## src/rtl/and_in_pkg.sv

```systemverilog
// Shared definitions for the AND-gate input debouncer: FSM encoding and
// default stable-cycle counts for simulation and board builds.
package and_in_pkg;

    typedef enum logic [1:0] {
        ST_LOW   = 2'd0,
        ST_ARM_H = 2'd1,
        ST_HIGH  = 2'd2,
        ST_ARM_L = 2'd3
    } state_t;

    localparam int STABLE_CYCLES_SIM   = 16;
    localparam int STABLE_CYCLES_BOARD = 500000;

    // Debounced level implied by a state: HIGH and ARM_L both present 1.
    function automatic logic level_of(input state_t s);
        return (s == ST_HIGH) || (s == ST_ARM_L);
    endfunction

endpackage

```

## src/rtl/debounce_ch.sv

```systemverilog
// One debounce channel: 2-flop synchronizer, 4-state FSM and run-length counter.
// Optional edge pulses (rise/fall) are built when DEBOUNCE_PULSE_EN is defined.
module debounce_ch
    import and_in_pkg::*;
#(
    parameter int STABLE_CYCLES = STABLE_CYCLES_SIM
) (
    input  logic clk,
    input  logic rst_n,
    input  logic raw,
    output logic level
`ifdef DEBOUNCE_PULSE_EN
    ,
    output logic rise,
    output logic fall
`endif
);

    localparam int CNT_W = $clog2(STABLE_CYCLES);
    localparam logic [CNT_W-1:0] CNT_LAST = CNT_W'(STABLE_CYCLES - 1);
    localparam logic [CNT_W-1:0] CNT_ONE  = CNT_W'(1);

    logic             s1_reg;
    logic             s2_reg;
    state_t           state_reg;
    state_t           state_next;
    logic [CNT_W-1:0] cnt_reg;
    logic [CNT_W-1:0] cnt_next;

    always_ff @(posedge clk or negedge rst_n) begin
        if (!rst_n) begin
            s1_reg    <= 1'b0;
            s2_reg    <= 1'b0;
            state_reg <= ST_LOW;
            cnt_reg   <= '0;
        end else begin
            s1_reg    <= raw;
            s2_reg    <= s1_reg;
            state_reg <= state_next;
            cnt_reg   <= cnt_next;
        end
    end

    // The edge that moves an idle state into ARM_* is itself the first
    // counting edge, so the count starts at 1 there.
    always_comb begin
        state_next = state_reg;
        cnt_next   = cnt_reg;
        case (state_reg)
            ST_LOW: begin
                cnt_next = '0;
                if (s2_reg) begin
                    state_next = ST_ARM_H;
                    cnt_next   = CNT_ONE;
                end
            end
            ST_ARM_H: begin
                if (!s2_reg) begin
                    state_next = ST_LOW;
                    cnt_next   = '0;
                end else if (cnt_reg == CNT_LAST) begin
                    state_next = ST_HIGH;
                    cnt_next   = '0;
                end else begin
                    cnt_next = cnt_reg + CNT_ONE;
                end
            end
            ST_HIGH: begin
                cnt_next = '0;
                if (!s2_reg) begin
                    state_next = ST_ARM_L;
                    cnt_next   = CNT_ONE;
                end
            end
            ST_ARM_L: begin
                if (s2_reg) begin
                    state_next = ST_HIGH;
                    cnt_next   = '0;
                end else if (cnt_reg == CNT_LAST) begin
                    state_next = ST_LOW;
                    cnt_next   = '0;
                end else begin
                    cnt_next = cnt_reg + CNT_ONE;
                end
            end
            default: begin
                state_next = ST_LOW;
                cnt_next   = '0;
            end
        endcase
    end

    assign level = level_of(state_reg);

`ifdef DEBOUNCE_PULSE_EN
    // Pulses are registered from the upcoming level against the current one,
    // so they rise on the same edge as the level change and last one cycle.
    logic level_next;
    logic rise_reg;
    logic fall_reg;

    assign level_next = level_of(state_next);

    always_ff @(posedge clk or negedge rst_n) begin
        if (!rst_n) begin
            rise_reg <= 1'b0;
            fall_reg <= 1'b0;
        end else begin
            rise_reg <= level_next & ~level;
            fall_reg <= ~level_next & level;
        end
    end

    assign rise = rise_reg;
    assign fall = fall_reg;
`endif

endmodule

```

## src/rtl/and_in_debounce.sv

```systemverilog
// Two independent debounce channels feeding the AND-gate inputs a0/a1.
// Define DEBOUNCE_PULSE_EN to add the *_rise/*_fall pulse ports.
module and_in_debounce
    import and_in_pkg::*;
#(
    parameter int STABLE_CYCLES = STABLE_CYCLES_SIM
) (
    input  logic clk,
    input  logic rst_n,
    input  logic sw0_raw,
    input  logic sw1_raw,
    output logic a0,
    output logic a1
`ifdef DEBOUNCE_PULSE_EN
    ,
    output logic a0_rise,
    output logic a1_rise,
    output logic a0_fall,
    output logic a1_fall
`endif
);

    debounce_ch #(
        .STABLE_CYCLES(STABLE_CYCLES)
    ) u_ch0 (
        .clk   (clk),
        .rst_n (rst_n),
        .raw   (sw0_raw),
        .level (a0)
`ifdef DEBOUNCE_PULSE_EN
        ,
        .rise  (a0_rise),
        .fall  (a0_fall)
`endif
    );

    debounce_ch #(
        .STABLE_CYCLES(STABLE_CYCLES)
    ) u_ch1 (
        .clk   (clk),
        .rst_n (rst_n),
        .raw   (sw1_raw),
        .level (a1)
`ifdef DEBOUNCE_PULSE_EN
        ,
        .rise  (a1_rise),
        .fall  (a1_fall)
`endif
    );

endmodule
```

## config.mk

```make
export PLATFORM = sky130hd
export DESIGN_NAME = and_in_debounce
export DESIGN_NICKNAME = d
export VERILOG_FILES = /design/src/rtl/and_in_pkg.sv /design/src/rtl/debounce_ch.sv /design/src/rtl/and_in_debounce.sv
export SDC_FILE = /design/constraint.sdc
export NUM_CORES = 1
export LEC_CHECK = 0
export BUFFER_PORTS_ARGS = -buffer_cell sky130_fd_sc_hd__buf_2
export CAP_MARGIN = 5
export CELL_PAD_IN_SITES_DETAIL_PLACEMENT = 0
export CELL_PAD_IN_SITES_GLOBAL_PLACEMENT = 1
export CORE_AREA = 2 2 41 43
export DETAILED_ROUTE_END_ITERATION = 10
export DIE_AREA = 0 0 43 45
export PLACE_DENSITY = 0.78
export SYNTH_ARGS = -nofsm -noshare
export SYNTH_HDL_FRONTEND = slang
export SYNTH_SLANG_ARGS = --single-unit
```

## constraint.sdc

```tcl
create_clock -name clk -period 1.5 [get_ports clk]
set_clock_uncertainty 0.15 [all_clocks]
set_input_delay 0.15 -clock clk [delete_from_list [all_inputs] [get_ports clk]]
set_output_delay 0.15 -clock clk [all_outputs]
set_load 0.01 [all_outputs]
```

# Word level (Yosys, flattened, before mapping)
# Cells that the tools add are included.
# W data, S select, Z words.
# classes
bitwise,0
n_shift,0
magnitude_cmp,0
n_mux,26
eq_ne,16
n_addsub,2
n_mul,0
n_div,0
n_reduce_logical,6
# op_table
operator,count
$pmux W4 S4,2
$mux W2,12
$mux W4,6
$pmux W2 S4,2
$add A4 B1 Y4 const B,2
$eq A2 B2 Y1 const B,4
$eq A4 B4 Y1 const B,2
$reduce_and A4 Y1,2
$ne A3 B1 Y1 const B,2
$ne A3 B3 Y1 const B,2
$eq A2 B1 Y1 const B,2
$logic_not A2 Y1,2
$mux W1,4
$ne A2 B1 Y1 const B,2
$ne A2 B2 Y1 const B,2
$logic_or A1 B1 Y1,2
# totals
reg_bits,16
mem_count,0
latch_bits,0
input_bits,4
ram_bits,0
out_inout_bits,2
rom_bits,0

# Logic depth before layout (Yosys ltp)
# Gate-level depths: netlist (run 1).
# logic_depth
ltp_word,4
ltp_mapped,4
depth_no_buf,4

# Cells and area by module
# Synthesis (run 1) repeated with hierarchy kept, for this count alone.
# unflattened
hier_cells,48
area_unflattened_um2,633.1
# modules_own_cells
mod,seq_area_each_um2,cells_per_inst,area_each_um2,n_inst
debounce_ch,200.2,24,316.6,2

# Worst setup path after synthesis (run 1)
# No wires, ideal clock.
# synth_timing
path_kind,register to register
startpoint,register u_ch0.cnt_reg[0]
endpoint,register (tool-made name)
required_ps,1225
path_buffers,0
synth_period_minus_slack_ps,1398
stages_incl_launch_ff,5
slack_ps,102
setup_time_ps,125
arrival_ps,1123
path_cell_list,dfrtp_1 ha_1 and3_4 nand2_2 mux2_4
# synth_rtl
item,line_no,source
start: declaration,debounce_ch.sv:27,logic [CNT_W-1:0] cnt_reg;
start signal: assignment,debounce_ch.sv:40,cnt_reg <= cnt_next;

==> impl_metrics.toml, run 1 <==
[die]
rows = 14
num_io_pins = 6
initial_core_util = 0.425
dieWidth_um = 43
design.core.area_um2 = 1470
die_y_um = 45
die_area_um2 = 1940

[yosys]
synth_fp_nets = 53
yosys_warnings = 0
syn_area_um2 = 626
ys_seq_area_frac = 0.640
async_flop_share = 1.00
avgSynthCellArea_um2 = 13.3
synth_edf_count = 0
synth_seq_cells = 16
ys_types = 22
synthFlopType = "dfrtp_1"
syn_inst = 47

[clock_tree]
cts_tree = "built"
insertion_delay_ns = 0.27
ctsRootBufferMaster = "clkbuf_4"
cts_max_path_buffers = 2
ctsResizeCount = 0
post_cts_buffers = 0
htreeDepth = 1
cts_buffers = 3
clock-sinks = 16
clk_pin_slew_ns = 0.08

[setup_path]
path_cells = "ha_1 -> and3_4 -> nand2_2 -> mux2_4"
critPathMaxFanout = 4
cpPeakStageDelay_ns = 0.41
worstPathArrival_ns = 1.46
worst-setup-path-type = "reg -> reg"
critPathLaunchType = "flop"
crit_required_ns = 1.51
crit_buf_inv = 0
worstSetupEndpointType = "flop"
critPathSlowestCell = "dfrtp_1"
crit_family = "flip-flops"

[timing]
finalWorstSetupSlack_ns = 0.0509
finalHoldViolations = 0
fmax_mhz = 690
setup_tns_ns = 0
fin_crit_sh = 0.966
grt_setup_unrepaired = "no"
drv_slew = 0
tightestPinTransition_ns = 0.336
setup_viol = 0
min_period_ns = 1.45
maxSlewHeadroom = 0.776

[drt]
wl_um = 801
antenna_left = 0
via_count = 357
viasPerCell = 4.96
dr.pass1.iters = 2
wl_per_cell_um = 11.1
drt-initial-drc-count = 11
drc_errors = 0

[run]
max_cap_violations = 0

[finish]
syn_to_final_growth_pct = 14.4
drive_gt1_frac = 0.214
antenna_cells = 0
fillers = 141
nets = 64
postLayoutCoreUtil = 0.486

[global_route]
grt_antenna_before_repair = 0
grt_pass1_wl_um = 1410
track_usage = 0.105
grt_max_degree = 17
grt_overflow = 0
grt_pass1_vias = 339

[place]
gp_congestion = 0.723
pre_cts_slack_ns = 0.0668
io_buffers = 5

[power]
irDropWorstVdd_uv = 622
p_leak_nw = 0.351
powerDensity_nw_per_um2 = 988
finalPower_mw = 0.707

[run_status]
status = "finished clean"

[worst_hold_path]
hold_class = "in -> async"
[Yosys cell counts (all sizes together), types with 2 or more instances]
| library cell | instances | area [um2] |
|---|---|---|
| and3 | 3 | 23.8 |
| xnor2 | 3 | 26.3 |
| mux2 | 2 | 26.3 |
| nand2 | 3 | 13.8 |
| nor2 | 3 | 11.3 |
| xor2 | 3 | 26.3 |
| ha | 2 | 25.0 |
| clkbuf | 2 | 7.51 |
| dfrtp | 16 | 400 |
[stage by stage]
stage	instance area (um2)	std cells	hold WS, ns
detailed placement	663	66	-0.0763
CTS	716	72	0.154
floorplan	626	47	-0.296
global route	716	72	0.169
finish	716	72	0.149
global placement	663	66	-0.0740
[layout make-up]
type                    instances  area (um2)  share of cell area
well taps                      16        20.0              0.0280
repair buffers                  8        55.1              0.0769
flip-flops and latches         16         400               0.559
multi-input cells              29         218               0.304
clock buffers                   3        22.5              0.0315
[cell families after synthesis]
kind of cell | synth area share
simple gates | 0.114
mux | 0.0420
xor+xnor | 0.0840
fa+ha+maj | 0.0400
compound gates | 0.0680
flops | 0.640
buf+inv | 0.0120
[layout by cell type (no fill, tap or decap), types with 2 or more instances in the layout]
cell	netlist	routed
and3_1	2	2
xor2_1	3	3
xnor2_1	3	3
ha_1	2	2
clkbuf_4	0	3
dlygate4sd3_1	0	3
buf_2	0	5
dfrtp_1	16	16
nor2_1	3	3
nand2_1	2	2
[layer usage]
layer	GRT usage	share of wire	routed length, um
met4	0.0909	0.012	10
met2	0.142	0.44	352
met5	0	0	0
met1	0.134	0.52	415
met3	0.0360	0.029	23
[power by group]
part	switching [mW]	leakage, nW	internal, mW	total, mW
clock network	0.117	0.0138	0.0929	0.210
logic	0.0186	0.133	0.0194	0.0380
registers	0.0124	0.205	0.446	0.459
[final timing paths]
path | cells past startpoint | endpoint | slack (ns) | from
setup / recovery | 4 | flop | 0.05 | u_ch0.cnt_reg[0]$_DFF_PN0_
hold / removal | 2 | async pin | 0.15 | rst_n
setup reg to reg | 4 | flop | 0.05 | u_ch0.cnt_reg[0]$_DFF_PN0_
hold reg to reg | 0 | u_ch1.s2_reg$_DFF_PN0_ | 0.21 | u_ch1.s1_reg$_DFF_PN0_
max in group asynchronous | 2 | u_ch0.cnt_reg[0]$_DFF_PN0_ | 0.80 | rst_n
min in group clk | 0 | u_ch1.s2_reg$_DFF_PN0_ | 0.21 | u_ch1.s1_reg$_DFF_PN0_
[repair_timing]
action / in CTS / in global routing
hold endpoints to repair: 18 / 0
hold buffers: 3 / 0
setup endpoints to repair: 0 / 0
Power figures use the tool's default switching activity.
==> inputs of run 2 (changes only) <==
==> constraint.sdc (replaced) <==
create_clock -name clk -period 1.4 [get_ports clk]
set_clock_uncertainty 0.15 [all_clocks]
set_input_delay 0.14 -clock clk [delete_from_list [all_inputs] [get_ports clk]]
set_output_delay 0.14 -clock clk [all_outputs]
set_load 0.01 [all_outputs]
==> impl_metrics.toml, run 2 (synthesized netlist as in run 1, its figures left out) <==
[finish]
layout.cells.most_common_list = "dfrtp_1 (16), buf_2 (5), buf_4 (5)"
postLayoutCellArea_um2 = 783
final_common_cell = "dfrtp_1"
antenna_cells = 0
nets = 70
drive_gt1_frac = 0.333
fillers = 141
postLayoutCoreUtil = 0.532
syn_to_final_growth_pct = 25.2

[clock_tree]
htreeDepth = 1
clk_pin_slew_ns = 0.09
ctsRootBufferMaster = "clkbuf_4"
clock-sinks = 16
cts_buffers = 3
cts_tree = "built"
cts_max_path_buffers = 2
insertion_delay_ns = 0.28

[setup_path]
crit_family = "flip-flops"
path_cells = "ha_2 -> and3_4 -> buf_6 -> o21a_1 -> nor2_1"
crit_required_ns = 1.47
cpPeakStageDelay_ns = 0.39
critPathLaunch = "u_ch0.cnt_reg[1]$_DFF_PN0_"
crit_buf_inv = 1
worst-setup-path-type = "reg -> reg"
critPathMaxFanout = 3
worstPathArrival_ns = 1.44
worstSetupEndpointType = "flop"
rrSetupSlack_ns = 0.03
critPathSlowestCell = "dfrtp_1"
critPathLaunchType = "flop"
r2r-start = "u_ch0.cnt_reg[1]$_DFF_PN0_"

[timing]
maxSlewHeadroom = 0.769
fmax_mhz = 730
min_period_ns = 1.37
tightestPinTransition_ns = 0.346
fin_crit_sh = 0.979
setup_tns_ns = 0
setup_viol = 0
finalHoldViolations = 0
grt_setup_unrepaired = "yes"
drv_slew = 0

[global_route]
grt_pass1_vias = 397
grt_antenna_before_repair = 0
grt_overflow = 0
track_usage = 0.134
grt_max_degree = 17
grt_pass1_wl_um = 1750

[die]
rows = 14
dieWidth_um = 43
design.core.area_um2 = 1470
initial_core_util = 0.425
die_y_um = 45
die_area_um2 = 1940
num_io_pins = 6

[drt]
wl_um = 934
via_count = 384
viasPerCell = 4.86
dr.pass1.iters = 1
wl_per_cell_um = 11.8
drt-initial-drc-count = 0
drc_errors = 0
antenna_left = 0

[place]
place_hpwl_um = 641
io_buffers = 5
placed_area_um2 = 693
gp_congestion = 0.720

[power]
p_leak_nw = 0.386
powerDensity_nw_per_um2 = 1080
irDropWorstVdd_uv = 878

[run_status]
status = "finished clean"

[worst_hold_path]
hold_class = "in -> async"

[run]
max_cap_violations = 0
run 2: cell types whose count changed in the layout (fill, tap and decap cells not counted), sizes merged:
cell | before | now
clkbuf | 3 | 4
buf | 5 | 11
run 2: power by group:
part,switching (mW),leakage [nW],internal [mW]
registers,0.0120,0.205,0.478
clock network,0.144,0.0210,0.158
logic,0.0240,0.160,0.0290
run 2: per-stage QoR:
step                hold slack (ns)  setup WS [ns]  std cells  power, mW
floorplan                    -0.306        0.00219         47      0.517
global placement            -0.0827         0.0373         70      0.542
detailed placement          -0.0856         0.0210         70      0.543
CTS                           0.132        0.00799         77      0.855
global route                  0.182        -0.0515         79      0.893
finish                        0.134         0.0292         79      0.845
run 2: worst paths after layout:
path                                               to  cells after the start
setup / recovery           u_ch0.cnt_reg[0]$_DFF_PN0_                      5
hold / removal                 u_ch1.s1_reg$_DFF_PN0_                      2
setup reg to reg           u_ch0.cnt_reg[0]$_DFF_PN0_                      5
hold reg to reg                u_ch0.s2_reg$_DFF_PN0_                      0
max in group asynchronous  u_ch0.cnt_reg[2]$_DFF_PN0_                      2
min in group clk               u_ch0.s2_reg$_DFF_PN0_                      0
run 2: repair_timing:
action	4_1_cts	5_1_grt
setup buffers	0	2
gates resized for setup	0	3
endpoints found under the setup margin	0	3
hold buffers	3	0
hold endpoints to repair	18	0
run 2: final cells by class:
| class | instances | area, um2 | area share |
|---|---|---|---|
| Clock buffer | 4 | 36.3 | 0.0463 |
| Multi-Input combinational cell | 29 | 223 | 0.284 |
| Sequential cell | 16 | 400 | 0.511 |
| Tap cell | 16 | 20.0 | 0.0256 |
| Timing Repair Buffer | 14 | 104 | 0.133 |
run 2: routing by layer:
| metal | global-route usage | part of all wire | vias to the layer above | routed length [um] |
|---|---|---|---|---|
| met2 | 0.185 | 0.41 | 6 | 386 |
| met3 | 0.0360 | 0.024 | 4 | 22 |
| met1 | 0.177 | 0.53 | 183 | 493 |
| met5 | 0 | 0 | - | 0 |
| met4 | 0.109 | 0.033 | 0 | 31 |
| li1 | - | - | 191 | - |
run 2: worst reg2reg max path, stage by stage (launching register included):
cell,delay (ns)
dfrtp_1,0.39
ha_2,0.19
and3_4,0.18
buf_6,0.11
o21a_1,0.18
nor2_1,0.10
==> inputs of run 3 (changes only) <==
--- a/config.mk
+++ b/config.mk
@@ -5,14 +5,15 @@
 export SDC_FILE = /design/constraint.sdc
 export NUM_CORES = 1
 export LEC_CHECK = 0
+export ABC_AREA = 1
 export BUFFER_PORTS_ARGS = -buffer_cell sky130_fd_sc_hd__buf_2
 export CAP_MARGIN = 5
 export CELL_PAD_IN_SITES_DETAIL_PLACEMENT = 0
 export CELL_PAD_IN_SITES_GLOBAL_PLACEMENT = 1
-export CORE_AREA = 2 2 41 43
+export CORE_AREA = 2 2 44 46
 export DETAILED_ROUTE_END_ITERATION = 10
-export DIE_AREA = 0 0 43 45
-export PLACE_DENSITY = 0.78
+export DIE_AREA = 0 0 46 48
+export PLACE_DENSITY = 0.77
 export SYNTH_ARGS = -nofsm -noshare
 export SYNTH_HDL_FRONTEND = slang
 export SYNTH_SLANG_ARGS = --single-unit
==> impl_metrics.toml, run 3 <==
[timing]
setup_viol = 0
fin_crit_sh = 0.870
finalWorstSetupSlack_ns = 0.182
finalHoldViolations = 0
tightestPinTransition_ns = 0.341
fmax_mhz = 821
grt_setup_unrepaired = "no"
maxSlewHeadroom = 0.773
min_period_ns = 1.22
drv_slew = 0
setup_tns_ns = 0

[finish]
layout.cells.most_common_list = "dfrtp_1 (16), nand2_1 (15), inv_1 (11), nor2_1 (11)"
syn_to_final_growth_pct = 15.8
drive_gt1_frac = 0.134
fillers = 174
antenna_cells = 0
final_common_cell = "dfrtp_1"
nets = 89

[place]
pre_cts_slack_ns = 0.189
gp_congestion = 0.676
place_hpwl_um = 718
io_buffers = 5

[yosys]
ys_seq_area_frac = 0.604
syn_area_um2 = 663
avgSynthCellArea_um2 = 9.21
netlist_top_cells_area = "dfrtp_1 (60%), nand2_1 (8.5%), inv_1 (6.2%)"
synth_seq_cells = 16
ys_types = 13
async_flop_share = 1.00
yosysTopAreaCell = "dfrtp_1"
syn_inst = 72
synth_fp_nets = 78
synth_edf_count = 0
synthFlopType = "dfrtp_1"
synthTopCellsByCount = "dfrtp_1 (16), nand2_1 (15), inv_1 (11), nor2_1 (11), nand3_1 (5)"
synth_top_area_frac = 0.604
synth.most_common_cell = "dfrtp_1"
yosys_warnings = 0

[setup_path]
critPathLaunchType = "flop"
crit_required_ns = 1.41
worst-setup-path-type = "reg -> reg"
worstPathArrival_ns = 1.23
critPathMaxFanout = 4
worstSetupEndpointType = "flop"

[clock_tree]
cts_max_path_buffers = 2
htreeDepth = 1
cts_tree = "built"
clock-sinks = 16
cts_buffers = 3
insertion_delay_ns = 0.27
ctsRootBufferMaster = "clkbuf_4"
post_cts_buffers = 0
clk_pin_slew_ns = 0.09

[run]
max_cap_violations = 0

[drt]
drt-initial-drc-count = 6
wl_per_cell_um = 9.74
antenna_left = 0
via_count = 444
drc_errors = 0
dr.pass1.iters = 3
viasPerCell = 4.48
wl_um = 964

[die]
initial_core_util = 0.393
rows = 15
num_io_pins = 6
design.core.area_um2 = 1690
dieWidth_um = 46
die_y_um = 48
die_area_um2 = 2210

[global_route]
grt_overflow = 0
busiest_layer = "met2"
grt_pass1_vias = 423
use_met3 = 0.0340
track_usage = 0.116
grt_pass1_wl_um = 1730
use_met2 = 0.172
grt_antenna_before_repair = 0
gr-usage-met1 = 0.150
grt_max_degree = 17

[power]
finalPower_mw = 0.824
powerDensity_nw_per_um2 = 1070
irDropWorstVdd_uv = 676
p_leak_nw = 0.389

[worst_hold_path]
hold_class = "in -> async"

[run_status]
status = "finished clean"
[run 3: cell types whose count changed after synthesis, moves of 2 or more]
| cell | before | now |
|---|---|---|
| nand3_1 | 1 | 5 |
| inv_1 | 0 | 11 |
| o21ai_0 | 0 | 2 |
| nor2_1 | 3 | 11 |
| xor2_1 | 3 | 0 |
| nand2_1 | 2 | 15 |
| and3_1 | 2 | 0 |
[run 3: layer usage]
layer / vias to the layer above / share of wire
met1: 198 / 0.49
met5: - / 0
met2: 4 / 0.46
met3: 2 / 0.030
li1: 240 / -
met4: 0 / 0.015
[run 3: cell type report]
type,count,area (um2),share of cell area
inverter,11,41.3,0.0537
timing repair buffer,8,55.1,0.0717
sequential,16,400,0.521
multi-input combinational,43,214,0.279
tap,17,21.3,0.0277
clock buffer,4,36.3,0.0472
[run 3: through the flow]
| step | cells | instance area [um2] | hold slack, ns | util |
|---|---|---|---|---|
| floorplan | 72 | 663 | -0.306 | - |
| global placement | 92 | 702 | -0.0823 | 0.416 |
| detailed placement | 92 | 702 | -0.0817 | 0.416 |
| CTS | 99 | 768 | 0.143 | 0.455 |
| global route | 99 | 768 | 0.198 | 0.455 |
| finish | 99 | 768 | 0.160 | 0.455 |
[run 3: worst paths after layout]
path / endpoint / cells past startpoint / slack (ns) / start
max: flop / 4 / 0.18 / u_ch0.cnt_reg[0]$_DFF_PN0_
min: u_ch1.s1_reg$_DFF_PN0_ / 2 / 0.16 / rst_n
max reg2reg: flop / 4 / 0.18 / u_ch0.cnt_reg[0]$_DFF_PN0_
min reg2reg: u_ch1.s2_reg$_DFF_PN0_ / 0 / 0.21 / u_ch1.s1_reg$_DFF_PN0_
max in group asynchronous: u_ch0.cnt_reg[1]$_DFF_PN0_ / 2 / 0.69 / rst_n
min in group clk: u_ch1.s2_reg$_DFF_PN0_ / 0 / 0.21 / u_ch1.s1_reg$_DFF_PN0_
[run 3: kinds of logic (layout without fill, tap and decap cells)]
group | Yosys count | in the layout | synth area share
xor+xnor | 2 | 2 | 0.0264
simple gates | 35 | 35 | 0.228
buf+inv | 13 | 23 | 0.0736
fa+ha+maj | 2 | 2 | 0.0377
compound gates | 4 | 4 | 0.0302
flops | 16 | 16 | 0.604
[run 3: what timing repair did]
item,4_1_cts,5_1_grt
hold endpoints to repair,18,0
setup endpoints to repair,0,0
hold buffers,3,0
gates resized for setup,0,0
[run 3: report_power, final]
group          switching, mW  internal [mW]  leakage [nW]
sequential            0.0128          0.478         0.205
combinational         0.0260         0.0200         0.162
clock                  0.129          0.158        0.0210
[run 3: worst max-delay path, cell delays in order (launching register included)]
cell	delay, ns
dfrtp_1	0.41
ha_1	0.22
nand3_2	0.11
nor2_2	0.14
o21ai_0	0.09
